## src/rtl/sys_defs.sv

```systemverilog
// Shared types and widths for the off-chip memory read-port arbiter.
// MEM_BANDWIDTH (bytes per beat) is a global define; the default below applies only if nothing else set it.
`ifndef MEM_BANDWIDTH
`define MEM_BANDWIDTH 8
`endif

package sys_defs;

    localparam int MEM_ADDR_W  = 32;
    localparam int MEM_BURST_W = 6;

    typedef enum logic [1:0] {
        IDLE,
        REQ,
        XFER
    } MEM_ARB_STATE;

    typedef enum logic {
        REQ_DEC,
        REQ_GB
    } MEM_REQUESTER;

    typedef struct packed {
        logic [MEM_ADDR_W-1:0]  addr;
        logic [MEM_BURST_W-1:0] burst_len;
    } MEM_REQ_PACKET;

endpackage

```

## src/rtl/mem_rr_arbiter2.sv

```systemverilog
// Two-way round-robin pick between the decompressor (bit 0) and the global buffer (bit 1).
// Purely combinational; the caller registers the result.
module mem_rr_arbiter2
    import sys_defs::*;
(
    input  logic [1:0] req,
    input  logic       last_grant,
    output logic [1:0] grant
);

    // On a tie the requester that was not served last wins.
    always_comb begin
        grant = 2'b00;
        case (req)
            2'b01:   grant = 2'b01;
            2'b10:   grant = 2'b10;
            2'b11:   grant = (last_grant == REQ_GB) ? 2'b01 : 2'b10;
            default: grant = 2'b00;
        endcase
    end

endmodule

```

## src/rtl/mem_port_arbiter.sv

```systemverilog
// Shares the single memory read port between the decompressor and the global buffer, one burst at a time.
// Optional build macro MEM_ARB_PERF_CNT_EN adds saturating beat and ack-stall counters.
module mem_port_arbiter
    import sys_defs::*;
#(
    parameter int DATA_W  = `MEM_BANDWIDTH*8,
    parameter int BURST_W = MEM_BURST_W,
    parameter int ADDR_W  = MEM_ADDR_W
)(
    input  logic               clk,
    input  logic               rst,

    input  logic               dec_req,
    input  logic [ADDR_W-1:0]  dec_addr,
    input  logic [BURST_W-1:0] dec_burst_len,
    output logic               dec_grant,
    output logic [DATA_W-1:0]  dec_data,
    output logic               dec_data_valid,
    output logic               dec_done,

    input  logic               gb_req,
    input  logic [ADDR_W-1:0]  gb_addr,
    input  logic [BURST_W-1:0] gb_burst_len,
    output logic               gb_grant,
    output logic [DATA_W-1:0]  gb_data,
    output logic               gb_data_valid,
    output logic               gb_done,

    output logic               mem_req,
    output logic [ADDR_W-1:0]  mem_addr,
    output logic [BURST_W-1:0] mem_burst_len,
    input  logic               mem_ack,
    input  logic [DATA_W-1:0]  mem_data,
    input  logic               mem_data_valid,

    output logic               proto_err
`ifdef MEM_ARB_PERF_CNT_EN
    ,
    output logic [31:0]        perf_dec_beats,
    output logic [31:0]        perf_gb_beats,
    output logic [31:0]        perf_ack_stall
`endif
);

    MEM_ARB_STATE     state;
    MEM_REQUESTER     owner;
    MEM_REQUESTER     last_grant;
    MEM_REQ_PACKET    pkt;
    logic [BURST_W:0] beat_cnt;
    logic [BURST_W:0] beat_next;
    logic [BURST_W:0] beat_target;
    logic [1:0]       arb_grant;
    logic             beat_take;
    logic             last_beat;

    mem_rr_arbiter2 u_rr (
        .req        ({gb_req, dec_req}),
        .last_grant (last_grant),
        .grant      (arb_grant)
    );

    assign mem_addr      = pkt.addr;
    assign mem_burst_len = pkt.burst_len;

    // A zero length field means a full 2^BURST_W burst; the extra counter bit holds that value.
    assign beat_target = (pkt.burst_len == '0) ? {1'b1, {BURST_W{1'b0}}} : {1'b0, pkt.burst_len};
    assign beat_take   = mem_data_valid && ((state == XFER) || (state == REQ && mem_ack));
    assign beat_next   = beat_cnt + (BURST_W+1)'(1);
    assign last_beat   = beat_take && (beat_next == beat_target);

    always_ff @(posedge clk or posedge rst) begin
        if (rst) begin
            state          <= IDLE;
            owner          <= REQ_DEC;
            last_grant     <= REQ_GB;
            pkt            <= '0;
            beat_cnt       <= '0;
            mem_req        <= 1'b0;
            dec_grant      <= 1'b0;
            gb_grant       <= 1'b0;
            dec_data       <= '0;
            gb_data        <= '0;
            dec_data_valid <= 1'b0;
            gb_data_valid  <= 1'b0;
            dec_done       <= 1'b0;
            gb_done        <= 1'b0;
            proto_err      <= 1'b0;
        end else begin
            dec_data_valid <= 1'b0;
            gb_data_valid  <= 1'b0;
            dec_done       <= 1'b0;
            gb_done        <= 1'b0;

            // Beats that arrive when no transfer is open are dropped and flagged.
            if (mem_data_valid && !beat_take) begin
                proto_err <= 1'b1;
            end

            if (beat_take) begin
                beat_cnt <= beat_next;
                if (owner == REQ_DEC) begin
                    dec_data       <= mem_data;
                    dec_data_valid <= 1'b1;
                end else begin
                    gb_data        <= mem_data;
                    gb_data_valid  <= 1'b1;
                end
            end

            case (state)
                IDLE: begin
                    if (arb_grant != 2'b00) begin
                        if (arb_grant[0]) begin
                            owner         <= REQ_DEC;
                            pkt.addr      <= dec_addr;
                            pkt.burst_len <= dec_burst_len;
                        end else begin
                            owner         <= REQ_GB;
                            pkt.addr      <= gb_addr;
                            pkt.burst_len <= gb_burst_len;
                        end
                        dec_grant <= arb_grant[0];
                        gb_grant  <= arb_grant[1];
                        mem_req   <= 1'b1;
                        beat_cnt  <= '0;
                        state     <= REQ;
                    end
                end
                REQ: begin
                    if (mem_ack) begin
                        mem_req <= 1'b0;
                        state   <= XFER;
                    end
                end
                XFER: begin
                end
                default: state <= IDLE;
            endcase

            // Completion overrides the state step above, including a 1-beat burst finishing on the ack cycle.
            if (last_beat) begin
                state      <= IDLE;
                beat_cnt   <= '0;
                dec_grant  <= 1'b0;
                gb_grant   <= 1'b0;
                last_grant <= owner;
                if (owner == REQ_DEC) begin
                    dec_done <= 1'b1;
                end else begin
                    gb_done  <= 1'b1;
                end
            end
        end
    end

`ifdef MEM_ARB_PERF_CNT_EN
    // Counters stop at all-ones rather than wrapping.
    always_ff @(posedge clk or posedge rst) begin
        if (rst) begin
            perf_dec_beats <= '0;
            perf_gb_beats  <= '0;
            perf_ack_stall <= '0;
        end else begin
            if (beat_take && owner == REQ_DEC && perf_dec_beats != '1) begin
                perf_dec_beats <= perf_dec_beats + 32'd1;
            end
            if (beat_take && owner == REQ_GB && perf_gb_beats != '1) begin
                perf_gb_beats <= perf_gb_beats + 32'd1;
            end
            if (state == REQ && perf_ack_stall != '1) begin
                perf_ack_stall <= perf_ack_stall + 32'd1;
            end
        end
    end
`endif

endmodule

```

## config.mk

```make
export PLATFORM = sky130hd
export DESIGN_NAME = mem_port_arbiter
export DESIGN_NICKNAME = d
export VERILOG_FILES = /design/src/rtl/sys_defs.sv /design/src/rtl/mem_rr_arbiter2.sv /design/src/rtl/mem_port_arbiter.sv
export SDC_FILE = /design/constraint.sdc
export NUM_CORES = 1
export LEC_CHECK = 0
export CORE_MARGIN = 8
export CORE_UTILIZATION = 25
export CTS_BUF_LIST = sky130_fd_sc_hd__clkbuf_8
export CTS_CLUSTER_DIAMETER = 30
export CTS_CLUSTER_SIZE = 8
export DETAILED_ROUTE_END_ITERATION = 10
export PLACE_DENSITY = 0.59
export RECOVER_POWER = 100
export SLEW_MARGIN = 30
export SYNTH_ARGS = -nofsm -noshare
export SYNTH_HDL_FRONTEND = slang
export SYNTH_SLANG_ARGS = --single-unit
```

## constraint.sdc

```tcl
create_clock -name clk -period 17.4 [get_ports clk]
set_clock_uncertainty 0.1 [all_clocks]
set_input_delay 1.74 -clock clk [delete_from_list [all_inputs] [get_ports clk]]
set_output_delay 1.74 -clock clk [all_outputs]
set_load 0.01 [all_outputs]
```

==> results.yml <==
status:
  status: "finished, violations left"
  violations: "capacitance limit, slew limit"
global_routing:
  grt_pass1_wl_um: 34640
  grt_max_degree: 116
  grt_overflow_total: 0
  grt_use_total: 0.1231
  grt_pass1_vias: 5712
  antenna_found_initial: 1
placed_design:
  gp_congestion: 0.6940
  pre_cts_ws_ns: 12.95
  hpwl_um: 15910
  io_buffers: 319
final_layout:
  num-fill-cells: 2904
  synthToLayoutAreaGrowth_pct: 53.26
  layout-drive-gt1-share: 0.1977
  antennaDiodeCount: 0
  nNetsFinal: 999
pwr:
  netSwitchingFraction: 0.3422
  combPwrFrac: 0.453
  p_per_area_nw_per_um2: 164.1
  p_seq_frac: 0.392
  clockPowerShare: 0.154
  power.static_leakage_nw: 4.988
  p_int_mw: 1.232
  ir_worst_vdd_uv: 49.63
  p_switching_mw: 0.6408
die:
  fp.coreArea_um2: 29480
  start_util: 0.2526
  die_area_um2: 35570
  die_h_um: 188.6
  die_width_um: 188.6
  io-pin-count: 320
  rows: 63
routing:
  drc: 0
  drtIter0Drc: 149
  vias: 5241
  wl_um: 21530
  first_pass_iters: 4
  ant_nets: 0
  wl_per_cell_um: 17.16
  vias_per_cell: 4.176
clock_network:
  post_cts_buffers: 0
  cts-htree-levels: 4
  cts.sinks: 185
  clkTransAtPathRegs_ns: 0.10
  cts_tree: "built"
  postCtsHoldBufs: 0
  ctsResizeCount: 0
  clk_latency_ns: 0.45
  cts_root_buf: "clkbuf_8"
  numCtsBuffers: 17
  clock_path_buffers: 2
sta:
  worst_pin_slew_ns: 5.117
  finalSetupViolCount: 0
  tns_ns: 0
  clock.fmax_mhz: 117.2
  finalCriticalPeriod_ns: 8.531
  hold_viol: 0
  layout_setup_ws_ns: 8.869
  rsz0062_at_grt: "no"
  period_share: 0.4903
  maxSlewViolCount: 447
  relSlewSlack: -2.430
setup_path:
  reg2reg_from: "state[1]"
  max_stage_delay_ns: 2.82
  cp_num_buf_inv: 3
  setup.worst_path.start_class: "input pin"
  cpMaxStageDelayCell: "clkinvlp_2"
  path_cells: "dlygate4sd3_1 > clkinvlp_2 > clkbuf_1"
  path_max_fanout: 115
  criticalPathCategory: "in -> async"
  critPathTopFamily: "buffers and inverters"
  worstPathRequired_ns: 17.00
  startpoint: "rst"
  end_kind: "asynchronous set/reset pin"
  cp.arrival_ns: 8.13
synthesis:
  avgSynthCellArea_um2: 13.89
  ys_seq_area_frac: 0.6218
  syn_inst: 536
  synth_area_um2: 7447
  synth-main-ff-cell: "dfrtp_1"
  ys_seq_elements: 185
  synth_nets: 683
  netlist-cell-type-count: 38
  synth_edf_count: 0
  ys_warn_count: 0
  async_flop_share: 1.000
worst_hold_path:
  hold_path_startpoint: "mem_addr[8]"
  hold_path.class: "reg -> reg"
flow_run:
  maxCapViolCount: 8
power by group through the flow:
stage / logic (mW) / clock network [mW] / registers (mW)
2_1_floorplan: 0.308 / 0 / 0.838
3_3_place_gp: 0.929 / 0 / 0.750
3_5_place_dp: 0.936 / 0 / 0.756
4_1_cts: 0.938 / 0.307 / 0.748
5_1_grt: 0.923 / 0.326 / 0.769
6_report: 0.849 / 0.289 / 0.735
kinds of logic after synthesis:
kind of cell	count (synthesis)	share of synthesized area
compound gates	59	0.04604
xor+xnor	13	0.01730
fa+ha+maj	1	0.001680
buf+inv	33	0.01848
flops	185	0.6218
mux	167	0.2466
simple gates	78	0.04805
Yosys cell counts, types with 3 or more instances:
master,number,area (um^2)
a21oi_1,5,25.02
buf_1,4,15.01
buf_2,11,55.05
clkbuf_1,12,45.04
dfrtp_1,184,4604
inv_1,6,22.52
mux2_2,128,1441
mux2i_1,38,380.4
nand2_1,47,176.4
nand3_1,3,15.01
nor2_1,14,52.55
o21ai_0,42,210.2
xnor2_1,6,52.55
xor2_1,6,52.55
flip-flops by register name (all words and copies together) (netlist names):
register,count
beat_cnt,7
dec_data,64
dec_data_valid,1
dec_done,1
dec_grant,1
gb_data,64
gb_data_valid,1
gb_done,1
gb_grant,1
last_grant,1
mem_addr,32
mem_burst_len,6
mem_req,1
owner,1
proto_err,1
state,2
cell usage in the layout, fill, tap and decap left out, types with 2 or more instances in the layout:
cell,count
dfrtp_1,184
clkinv_4,3
clkbuf_1,5
mux2i_1,38
clkdlybuf4s50_1,142
inv_1,5
inv_8,5
nand3_1,3
clkbuf_8,19
inv_6,2
nor4_1,2
xor2_1,6
nor3_1,3
nand2_1,46
o21a_1,2
xnor2_1,6
nor2_1,13
a21oi_1,5
mux2_2,128
o21ba_2,2
dlygate4sd3_1,177
o31ai_1,2
o21ai_0,44
path summary, 6_finish.rpt:
kind,endpoint,slack (ns),depth (start not counted)
hold / removal,mem_addr[8],0.38,2
hold reg to reg,mem_addr[8],0.38,2
max in group clk,dec_data[30],11.21,6
setup reg to reg,dec_data[30],12.62,5
setup / recovery,dec_data[43],8.87,3
min in group asynchronous,gb_data[11],3.20,2
worst reg2reg max path, delay by kind of cell (launching register included):
| kind | cells | cell delay (ns) |
|---|---|---|
| AND/OR/NAND/NOR | 2 | 0.44 |
| buffers and inverters | 1 | 2.84 |
| multiplexers | 1 | 0.62 |
| AO/OA/AOI/OAI | 1 | 0.29 |
| flip-flops | 1 | 0.42 |
final cells by class:
type,count,area [um^2],share of cell area
Tap cell,390,488.0,0.04275
Sequential cell,185,4631,0.4057
Clock buffer,19,261.5,0.02291
Clock inverter,13,128.9,0.01129
Inverter,6,23.77,0.002083
Timing Repair Buffer,324,3212,0.2814
Multi-Input combinational cell,318,2669,0.2338
stage by stage:
stage	cell area (um^2)	total power [mW]	hold slack, ns	util	std cells
final	11410	1.873	0.3845	0.3871	1255
after global placement	11100	1.680	0.3598	0.3764	1223
after CTS	11490	1.993	0.3946	0.3897	1255
after detailed placement	11100	1.692	0.3701	0.3765	1223
after global routing	11410	2.018	0.4111	0.3871	1255
after floorplan	7447	1.146	0.3818	-	536
routing by layer:
layer  global-route usage  vias up  wire length (um)
li1                     -     2516                 -
met1               0.1479     2510              9072
met2               0.1992      199             10280
met3              0.05397       14              1899
met4              0.03097        2               263
met5                    0        -                12
No activity file was read; power rests on OpenSTA's default activity.
